File: src/rtl/sha256_pkg.sv
// Shared SHA-256 definitions: word and working-state types, round constants,
// standard IV and the Σ/σ/Ch/Maj helpers built from fixed rotate wiring.
package sha256_pkg;

    typedef logic [31:0] word_t;

    typedef struct packed {
        word_t a;
        word_t b;
        word_t c;
        word_t d;
        word_t e;
        word_t f;
        word_t g;
        word_t h;
    } work_t;

    localparam logic [255:0] SHA_IV =
        256'h6a09e667_bb67ae85_3c6ef372_a54ff53a_510e527f_9b05688c_1f83d9ab_5be0cd19;

    localparam word_t SHA_K [0:63] = '{
        32'h428a2f98, 32'h71374491, 32'hb5c0fbcf, 32'he9b5dba5,
        32'h3956c25b, 32'h59f111f1, 32'h923f82a4, 32'hab1c5ed5,
        32'hd807aa98, 32'h12835b01, 32'h243185be, 32'h550c7dc3,
        32'h72be5d74, 32'h80deb1fe, 32'h9bdc06a7, 32'hc19bf174,
        32'he49b69c1, 32'hefbe4786, 32'h0fc19dc6, 32'h240ca1cc,
        32'h2de92c6f, 32'h4a7484aa, 32'h5cb0a9dc, 32'h76f988da,
        32'h983e5152, 32'ha831c66d, 32'hb00327c8, 32'hbf597fc7,
        32'hc6e00bf3, 32'hd5a79147, 32'h06ca6351, 32'h14292967,
        32'h27b70a85, 32'h2e1b2138, 32'h4d2c6dfc, 32'h53380d13,
        32'h650a7354, 32'h766a0abb, 32'h81c2c92e, 32'h92722c85,
        32'ha2bfe8a1, 32'ha81a664b, 32'hc24b8b70, 32'hc76c51a3,
        32'hd192e819, 32'hd6990624, 32'hf40e3585, 32'h106aa070,
        32'h19a4c116, 32'h1e376c08, 32'h2748774c, 32'h34b0bcb5,
        32'h391c0cb3, 32'h4ed8aa4a, 32'h5b9cca4f, 32'h682e6ff3,
        32'h748f82ee, 32'h78a5636f, 32'h84c87814, 32'h8cc70208,
        32'h90befffa, 32'ha4506ceb, 32'hbef9a3f7, 32'hc67178f2
    };

    // ROTR2 ^ ROTR13 ^ ROTR22
    function automatic word_t big_sigma0(input word_t x);
        return {x[1:0], x[31:2]} ^ {x[12:0], x[31:13]} ^ {x[21:0], x[31:22]};
    endfunction

    // ROTR6 ^ ROTR11 ^ ROTR25
    function automatic word_t big_sigma1(input word_t x);
        return {x[5:0], x[31:6]} ^ {x[10:0], x[31:11]} ^ {x[24:0], x[31:25]};
    endfunction

    // ROTR7 ^ ROTR18 ^ SHR3
    function automatic word_t small_sigma0(input word_t x);
        return {x[6:0], x[31:7]} ^ {x[17:0], x[31:18]} ^ {3'b000, x[31:3]};
    endfunction

    // ROTR17 ^ ROTR19 ^ SHR10
    function automatic word_t small_sigma1(input word_t x);
        return {x[16:0], x[31:17]} ^ {x[18:0], x[31:19]} ^ {10'b00_0000_0000, x[31:10]};
    endfunction

    function automatic word_t ch(input word_t x, input word_t y, input word_t z);
        return (x & y) ^ (~x & z);
    endfunction

    function automatic word_t maj(input word_t x, input word_t y, input word_t z);
        return (x & y) ^ (x & z) ^ (y & z);
    endfunction

    // W[t+16] from W[t+14], W[t+9], W[t+1], W[t]
    function automatic word_t sched_word(input word_t w14, input word_t w9,
                                         input word_t w1, input word_t w0);
        return small_sigma1(w14) + w9 + small_sigma0(w1) + w0;
    endfunction

    function automatic work_t add_work(input work_t x, input work_t y);
        work_t r;
        r.a = x.a + y.a;
        r.b = x.b + y.b;
        r.c = x.c + y.c;
        r.d = x.d + y.d;
        r.e = x.e + y.e;
        r.f = x.f + y.f;
        r.g = x.g + y.g;
        r.h = x.h + y.h;
        return r;
    endfunction

endpackage

File: src/rtl/sha256_round_engine_if.sv
// Job/digest handshake bundle between the miner datapath and the round engine.
interface sha256_round_engine_if;
    logic         in_valid;
    logic         in_ready;
    logic [511:0] block_in;
    logic [255:0] state_in;
    logic         out_valid;
    logic         out_ready;
    logic [255:0] digest_out;
    logic         busy;

    modport master (
        output in_valid, block_in, state_in, out_ready,
        input  in_ready, out_valid, digest_out, busy
    );

    modport slave (
        input  in_valid, block_in, state_in, out_ready,
        output in_ready, out_valid, digest_out, busy
    );
endinterface

File: src/rtl/sha256_round.sv
// One combinational SHA-256 compression round: (a..h, K[t], W[t]) -> next a..h.
module sha256_round
    import sha256_pkg::*;
(
    input  work_t s_i,
    input  word_t k_i,
    input  word_t w_i,
    output work_t s_o
);

    word_t t1_s;
    word_t t2_s;

    // Round temporaries and the standard register shuffle
    always_comb begin
        t1_s   = s_i.h + big_sigma1(s_i.e) + ch(s_i.e, s_i.f, s_i.g) + k_i + w_i;
        t2_s   = big_sigma0(s_i.a) + maj(s_i.a, s_i.b, s_i.c);
        s_o.a  = t1_s + t2_s;
        s_o.b  = s_i.a;
        s_o.c  = s_i.b;
        s_o.d  = s_i.c;
        s_o.e  = s_i.d + t1_s;
        s_o.f  = s_i.e;
        s_o.g  = s_i.f;
        s_o.h  = s_i.g;
    end

endmodule

File: src/rtl/sha256_round_engine.sv
// Iterative SHA-256 compression engine, one round per clock by default.
// Define SHA_UNROLL2_EN to chain two rounds per clock (half the latency).
module sha256_round_engine
    import sha256_pkg::*;
#(
    parameter int ROUNDS = 64
) (
    input  logic                 clk,
    input  logic                 rst_n,
    sha256_round_engine_if.slave bus
);

`ifdef SHA_UNROLL2_EN
    localparam int STEP = 2;
`else
    localparam int STEP = 1;
`endif
    localparam int CW = 7;

    typedef enum logic [1:0] {
        S_IDLE  = 2'd0,
        S_ROUND = 2'd1,
        S_DONE  = 2'd2
    } state_t;

    state_t          state_q;
    work_t           work_q;
    work_t           hcopy_q;
    word_t           w_q [0:15];
    logic [CW-1:0]   cnt_q;
    logic            in_ready_q;
    logic            out_valid_q;
    logic            busy_q;
    logic [255:0]    digest_q;

    work_t           work_d;
    word_t           w_d [0:15];
    work_t           r0_s;
    word_t           k0_s;
    logic            last_s;

    assign k0_s   = SHA_K[cnt_q[5:0]];
    assign last_s = (cnt_q == CW'(ROUNDS - STEP));

    sha256_round u_round0 (
        .s_i (work_q),
        .k_i (k0_s),
        .w_i (w_q[0]),
        .s_o (r0_s)
    );

`ifdef SHA_UNROLL2_EN
    work_t r1_s;
    word_t k1_s;

    assign k1_s = SHA_K[cnt_q[5:0] + 6'd1];

    sha256_round u_round1 (
        .s_i (r0_s),
        .k_i (k1_s),
        .w_i (w_q[1]),
        .s_o (r1_s)
    );

    // Two rounds per clock; the window advances two words, both new words
    // depend only on the current window so they are computed in parallel
    always_comb begin
        work_d = r1_s;
        for (int i = 0; i < 14; i++) begin
            w_d[i] = w_q[i+2];
        end
        w_d[14] = sched_word(w_q[14], w_q[9],  w_q[1], w_q[0]);
        w_d[15] = sched_word(w_q[15], w_q[10], w_q[2], w_q[1]);
    end
`else
    // One round per clock; head of the window is W[t], tail receives W[t+16]
    always_comb begin
        work_d = r0_s;
        for (int i = 0; i < 15; i++) begin
            w_d[i] = w_q[i+1];
        end
        w_d[15] = sched_word(w_q[14], w_q[9], w_q[1], w_q[0]);
    end
`endif

    // Control FSM with registered handshake outputs and datapath registers
    always_ff @(posedge clk or negedge rst_n) begin
        if (!rst_n) begin
            state_q     <= S_IDLE;
            work_q      <= '0;
            hcopy_q     <= '0;
            for (int i = 0; i < 16; i++) begin
                w_q[i] <= 32'h0000_0000;
            end
            cnt_q       <= '0;
            in_ready_q  <= 1'b1;
            out_valid_q <= 1'b0;
            busy_q      <= 1'b0;
            digest_q    <= 256'h0;
        end else begin
            case (state_q)
                S_IDLE: begin
                    if (bus.in_valid && in_ready_q) begin
                        work_q     <= work_t'(bus.state_in);
                        hcopy_q    <= work_t'(bus.state_in);
                        for (int i = 0; i < 16; i++) begin
                            w_q[i] <= bus.block_in[511 - 32*i -: 32];
                        end
                        cnt_q      <= '0;
                        in_ready_q <= 1'b0;
                        busy_q     <= 1'b1;
                        state_q    <= S_ROUND;
                    end
                end
                S_ROUND: begin
                    work_q <= work_d;
                    w_q    <= w_d;
                    cnt_q  <= cnt_q + CW'(STEP);
                    if (last_s) begin
                        digest_q    <= add_work(hcopy_q, work_d);
                        out_valid_q <= 1'b1;
                        busy_q      <= 1'b0;
                        state_q     <= S_DONE;
                    end
                end
                S_DONE: begin
                    // New job is only accepted from IDLE, i.e. the cycle after release
                    if (bus.out_ready) begin
                        out_valid_q <= 1'b0;
                        in_ready_q  <= 1'b1;
                        state_q     <= S_IDLE;
                    end
                end
                default: begin
                    out_valid_q <= 1'b0;
                    in_ready_q  <= 1'b1;
                    busy_q      <= 1'b0;
                    state_q     <= S_IDLE;
                end
            endcase
        end
    end

    assign bus.in_ready   = in_ready_q;
    assign bus.out_valid  = out_valid_q;
    assign bus.busy       = busy_q;
    assign bus.digest_out = digest_q;

endmodule

File: src/flat_wrapper.sv
// flat-port wrapper written by rule: the top's interface ports become plain ports
module sha256_round_engine_flat import sha256_pkg::*;
#(
    parameter int ROUNDS = 64
)
  (clk, rst_n, bus_in_valid, bus_block_in, bus_state_in, bus_out_ready, bus_in_ready, bus_out_valid, bus_digest_out, bus_busy);
  sha256_round_engine_if bus_i ();
  input  logic clk;
  input  logic rst_n;
  input wire logic [$bits(bus_i.in_valid)-1:0] bus_in_valid;
  input wire logic [$bits(bus_i.block_in)-1:0] bus_block_in;
  input wire logic [$bits(bus_i.state_in)-1:0] bus_state_in;
  input wire logic [$bits(bus_i.out_ready)-1:0] bus_out_ready;
  output wire logic [$bits(bus_i.in_ready)-1:0] bus_in_ready;
  output wire logic [$bits(bus_i.out_valid)-1:0] bus_out_valid;
  output wire logic [$bits(bus_i.digest_out)-1:0] bus_digest_out;
  output wire logic [$bits(bus_i.busy)-1:0] bus_busy;
  assign bus_i.in_valid = bus_in_valid;
  assign bus_i.block_in = bus_block_in;
  assign bus_i.state_in = bus_state_in;
  assign bus_i.out_ready = bus_out_ready;
  assign bus_in_ready = bus_i.in_ready;
  assign bus_out_valid = bus_i.out_valid;
  assign bus_digest_out = bus_i.digest_out;
  assign bus_busy = bus_i.busy;
  sha256_round_engine #(.ROUNDS(ROUNDS)) u_core (.clk(clk), .rst_n(rst_n), .bus(bus_i));
endmodule
File: config.mk
export PLATFORM = sky130hd
export DESIGN_NAME = sha256_round_engine_flat
export DESIGN_NICKNAME = d
export VERILOG_FILES = /design/src/rtl/sha256_pkg.sv /design/src/rtl/sha256_round_engine_if.sv /design/src/rtl/sha256_round.sv /design/src/rtl/sha256_round_engine.sv /design/src/flat_wrapper.sv
export SDC_FILE = /design/constraint.sdc
export NUM_CORES = 2
export LEC_CHECK = 0
export BUFFER_PORTS_ARGS = -buffer_cell sky130_fd_sc_hd__buf_2
export CAP_MARGIN = 20
export CORE_MARGIN = 2
export CORE_UTILIZATION = 31
export CTS_BUF_LIST = sky130_fd_sc_hd__clkbuf_2
export CTS_CLUSTER_DIAMETER = 120
export CTS_CLUSTER_SIZE = 25
export DETAILED_ROUTE_END_ITERATION = 16
export GPL_TIMING_DRIVEN = 0
export PLACE_DENSITY_LB_ADDON = 0.15
export SLEW_MARGIN = 15
export SYNTH_ARGS = -nofsm -noshare
export SYNTH_HDL_FRONTEND = slang
export SYNTH_SLANG_ARGS = --single-unit
File: constraint.sdc
create_clock -name clk -period 19.7 [get_ports clk]
set_clock_uncertainty 0.05 [all_clocks]
set_input_delay 3.94 -clock clk [delete_from_list [all_inputs] [get_ports clk]]
set_output_delay 3.94 -clock clk [all_outputs]
set_load 0.05 [all_outputs]
# Word level (Yosys, flattened, before mapping)
# Memories as Yosys holds them, arrays and structs flattened.
# Cells that the tools add are included.
dict set report classes {
  n_eq_ne 6
  bitwise 21
  n_lt_le_gt_ge 1
  muxes 21
  n_reduce_logical 10
  n_addsub 19
}
# op n
set ops {}
lappend ops {{case mux 512 bit (2 select lines)} 1}
lappend ops {{adder 32 bit} 18}
lappend ops {{2-to-1 mux 512 bit} 1}
lappend ops {{case mux 256 bit (2 select lines)} 1}
lappend ops {{bitwise XOR 32 bit} 9}
lappend ops {{2-to-1 mux 256 bit} 1}
lappend ops {{AND 32 bit} 5}
lappend ops {{2-to-1 mux 32 bit} 2}
lappend ops {{NOT 32 bit} 1}
lappend ops {{bitwise XOR 32 x 22 -> 32 bit} 1}
lappend ops {{bitwise XOR 32 x 29 -> 32 bit} 1}
lappend ops {{case mux 7 bit (2 select lines)} 1}
lappend ops {{AND reduction 3 bit} 4}
lappend ops {{case mux 1 bit (3 select lines)} 3}
lappend ops {{adder 7 x 1 -> 7 bit, second input constant} 1}
lappend ops {{equality test 7 x 6 -> 1 bit, second input constant} 1}
lappend ops {{>= comparator 7 bit, second input constant} 1}
lappend ops {{2-to-1 mux 7 bit} 1}
lappend ops {{NOT 6 -> 7 bit} 1}
lappend ops {{2-to-1 mux 1 bit} 6}
lappend ops {{2-to-1 mux 2 bit} 3}
lappend ops {{case mux 2 bit (3 select lines)} 1}
lappend ops {{AND reduction 2 bit} 3}
lappend ops {{!= test 2 x 1 -> 1 bit, second input constant} 2}
lappend ops {{7 further kinds} 9}
dict set report totals {
  in_bits 772
  ff_bits 1292
  output_inout_bits 259
  romBits 2048
  memories 1
  word_cells 117
}
# memory depth width read_ports rd_clocked_by_memory_dff wr line
set mem_list {}
lappend mem_list {{(no name shown)} 64 32 1 0 0 sha256_round_engine.sv:42} ;# assign k0_s = SHA_K[cnt_q[5:0]];

# Logic depth before layout (Yosys ltp)
dict set report logic_depth {
  depth_word 8
  ltp_mapped 50
  mapped_depth_nobuf 49
}

# Modules after synthesis
# A second synthesis with hierarchy kept.
dict set report hier_totals {
  hier_cells 10183
  area_unflattened_um2 83291.1
}
# module instances seq_area_each_um2 cells_each area_each_um2
set modules_own_cells {}
lappend modules_own_cells {sha256_round_engine 1 32332.3 8945 72628.4}
lappend modules_own_cells {sha256_round 1 0.0 1238 10662.7}

# Least setup slack after synthesis
# OpenSTA, ideal clock, no wires.
dict set report synth_timing {
  path_type {flip-flop to flip-flop}
  start {register u_core.cnt_q[1]}
  end {register u_core.digest_q[255], in the netlist u_core.bus.digest_out[255]}
  t_arrival_ns 10.024
  path_slack_ns 9.495
  synth_period_minus_slack_ns 10.205
  path_stages_with_launch 48
  path_buffers 2
  required_time_ns 19.519
  path_cell_list {dfrtp_1 -> clkbuf_1 -> clkinv_1 -> ha_1 -> nand2b_1 -> clkbuf_1 -> o21ai_0 -> a21oi_1 -> nor2_1 -> a21oi_1 -> nor2_1 -> a21oi_1 -> fa_1 -> inv_1 -> fa_1 -> inv_1 -> fa_1 -> ha_1 -> [12 not listed] -> a21o_1 -> a21o_1 -> a21oi_1 -> nand2b_1 -> o21ai_0 -> xnor2_1 -> ha_1 -> a21o_1 -> a21o_1 -> a21oi_1 -> o21a_1 -> o21ai_0 -> a21oi_1 -> o21ai_0 -> o41ai_1 -> o21ai_0 -> xnor2_1 -> o21ai_1}
}
dict set report synth_via {
  elab_chain_cells 8
}
# element line
set synth_lines {}
lappend synth_lines {{from (decl)} sha256_round_engine.sv:30} ;# logic [CW-1:0] cnt_q;
lappend synth_lines {{from (signal assigned)} sha256_round_engine.sv:118} ;# cnt_q <= cnt_q + CW'(STEP);
lappend synth_lines {{NOT 6 -> 7 bit (implied by the code)} sha256_round_engine.sv:42}
lappend synth_lines {{memory read (64 x 32 bit)} -}
lappend synth_lines {{2-to-1 mux 32 bit (implied by the code) (2 in series)} sha256_round_engine.sv:42}
lappend synth_lines {{adder 32 bit (2 in series)} sha256_round.sv:16} ;# t1_s = s_i.h + big_sigma1(s_i.e) + ch(s_i.e, s_i.f, s_i.g) + k_i + w_i;
lappend synth_lines {{adder 32 bit} sha256_round.sv:18} ;# s_o.a = t1_s + t2_s;
lappend synth_lines {{adder 32 bit} sha256_pkg.sv:76} ;# r.a = x.a + y.a;
lappend synth_lines {{to (signal assigned)} sha256_round_engine.sv:120} ;# digest_q <= add_work(hcopy_q, work_d);
lappend synth_lines {{to (decl)} sha256_round_engine.sv:34} ;# logic [255:0] digest_q;
# Several ways; a longest one is shown, not always the timed one. The select of a mux whose other input is x is not followed.
# A chain may end at the register's enable or synchronous reset.

# Worst setup path after layout
# Ends and elaborated chain as after synthesis.

==> results.md <==
- Routability Congestion: 1.05
- Die Y: 513 um
- Most common cell on crit path: a21oi_1
- Port Buffers: 1030
- Post-Syn Nets: 10988
- # setup viols final: 0
- Register clock-pin slew on the reported worst setup and hold paths: 520 ps
- H-tree Lvls: 3
- CP Launch Type: flop
- Critical Path AT: 17320 ps
- CP required: 21530 ps
- Slowest cell on crit path: clkinv_1
- Post-synthesis sequential element count: 1292
- Met3 usage: 0.0583
- Critical path capture point type: flop
- FP Rows: 186
- Status: complete, no violations
- Hold depth: 2
- Synth async-reset ratio: 1.00
- Avg Inst Size Synth: 8.34 sq um
- Setup tns final: 0 ps
- Clk root buf: clkbuf_2
- # IOs: 1031
- Mapped Area: 0.0802 sq mm
- EDFF count, synth: 0
- Synth top area cells: dfrtp_1 40%, nand2_1 12%, ha_1 6.2%
- Synth cell types: 86
- Worst R2R Setup Slack: 4210 ps
- Share of cells above drive strength 1: 0.119
- Cells on worst reg2reg path: 47
- Rel. slew slack: 0.148
- Initial Util: 0.312
- Hold Path Class: reg -> reg
- Initial antenna violation count: 116
- Post-CTS resize count: 0
- Critical R2R Capture: u_core.bus.digest_out[255]
- Peak Freq: 64.6 MHz
- Synth-to-layout area growth: 13.7%
- Synth top area share: 0.403
- Synth Flop Type: dfrtp_1
- GR Overflow Total: 0
- Top Usage Layer GRT: met2
- RSZ-0062 raised after global routing: false
- Vias post-DR: 77538
- Slew @ Worst Pin: 1280 ps
- First-pass GRT wire length: 605000 um
- Routed WL: 443000 um
- Core box area: 0.257 sq mm
- Worst r2r src: u_core.cnt_q[1]
- Synth warn: 0
- Crit Path Max Fanout: 12
- Hpwl dp: 369000 um
- Final hold vios: 0
- Most frequent cell after synthesis: nand2_1
- Maximum number of pins on one net before global-route repair: 136
- Slew Limit Fails: 0
- Worst skew pair latency: 1860 ps
- HP Start: u_core.bus.digest_out[206]
- Hold-fix buffers, CTS: 0
- Hold endpoint: u_core.bus.digest_out[206]
- Chip Width: 513 um
- Vias/cell: 5.46
- Max stage delay on crit path: 760 ps
- Number of global-route vias before repair: 76429
- Clock Sinks: 1292
- Max Cap Viol: 0
- CTS Buf Count: 66
- Longest Clk Path Bufs: 3
- DRT iter0 DRCs: 7714
- DRC viols: 0
- GRT Util Overall: 0.328
- Setup Crit Path Kind: reg -> reg
- Syn Inst Count: 9622
- Router iterations before antenna repair: 10
- M1 GR Usage: 0.427
- Register area share after synthesis: 0.403
- Synth cell count leaders: 2607 x nand2_1, 1291 x dfrtp_1, 867 x nor2_1
- Fin nets: 12126
- Leading area contributor after synthesis: dfrtp_1
- Drt wl/cell: 31.2 um
- Post CTS Setup Buffer Count: 0
- Antenna Violating Nets Remaining: 0
- Met2 Use GR: 0.529
- Period utilisation layout: 0.786
- Die ar.: 0.263 sq mm
- CTS tree: done
- Worst hold slack: 461 ps
- Final min period: 15490 ps
## layer usage
metal	routed length, um	part of all wire	vias up
met5	525	0.0012	-
met2	203000	0.46	3201
met4	22400	0.051	84
met3	32200	0.073	655
met1	185000	0.42	38832
li1	-	-	34766
## cell usage in the layout, fill, tap and decap left out, types with 213 or more instances in the layout
cell      netlist  routed
a21o_1        213     213
a21oi_1       357     357
a31oi_1       729     729
buf_2           0    1031
clkbuf_1      606     570
dfrtp_1      1291    1291
ha_1          399     399
inv_1         350     350
nand2_1      2607    2607
nor2_1        867     867
o21ai_0       406     406
xnor2_1       373     370
## worst max-delay path: cells and delay by family, from the launching register on
kind,cells,cell delay [ps]
simple gates,5,660
xor+xnor,3,1310
flops,1,650
fa+ha+maj,9,4030
compound gates,23,6320
buf+inv,7,2530
## metrics by stage
stage               instances  area, sq um  setup WS (ps)  utilization
floorplan                9622        80200           9500            -
global placement        14036        89600         -15570        0.349
detailed placement      14076        90600           4570        0.352
CTS                     14164        91100           4480        0.354
global route            14187        91200           3610        0.355
finish                  14211        91300           4210        0.355
## worst max path at each step
stage / start / end / slack [ps]
final: u_core.cnt_q[1] / u_core.bus.digest_out[255] / 4210
after floorplan: u_core.cnt_q[1] / u_core.bus.digest_out[255] / 9500
after detailed placement: u_core.cnt_q[1] / u_core.bus.digest_out[255] / 4570
after global routing: u_core.cnt_q[1] / u_core.bus.digest_out[255] / 3610
after global placement: rst_n / u_core.hcopy_q[47] / -15570
after CTS: u_core.cnt_q[1] / u_core.bus.digest_out[255] / 4480
## final cells by class
cell class | count | area (sq um)
fillers | 27253 | 166000
inverters | 352 | 1320
flip-flops and latches | 1292 | 32300
well taps | 3384 | 4230
diodes | 47 | 118
clock buffers | 69 | 345
multi-input cells | 7345 | 44300
repair buffers | 1070 | 5980
plain buffers | 633 | 2420
clock inverters | 19 | 235
## cells by family (layout without fill, tap and decap cells)
| logic type | count (synthesis) | count (layout) | synth area share |
|---|---|---|---|
| buffers and inverters | 985 | 2143 | 0.0461 |
| xor gates and xnor gates | 572 | 572 | 0.0625 |
| other | 0 | 47 | 0 |
| DFF | 1292 | 1292 | 0.403 |
| AOI/OAI and AO/OA | 2223 | 2223 | 0.175 |
| and+or+nand+nor | 3902 | 3902 | 0.194 |
| muxes | 49 | 49 | 0.00742 |
| adders and majority gates | 599 | 599 | 0.111 |
## sequential cells by signal (all words and copies together) (netlist names)
register / count
u_core.bus.digest_out: 256
u_core.state_q: 2
u_core.hcopy_q: 256
u_core.work_q: 256
u_core.cnt_q: 7
u_core.bus.busy: 1
u_core.bus.in_ready: 1
u_core.bus.out_valid: 1
u_core.w_q: 32
u_core.w_d: 480
Power is left out: the tool's default activity adds up to more than one toggle a clock period on the data nets, which glitch-free logic cannot reach.
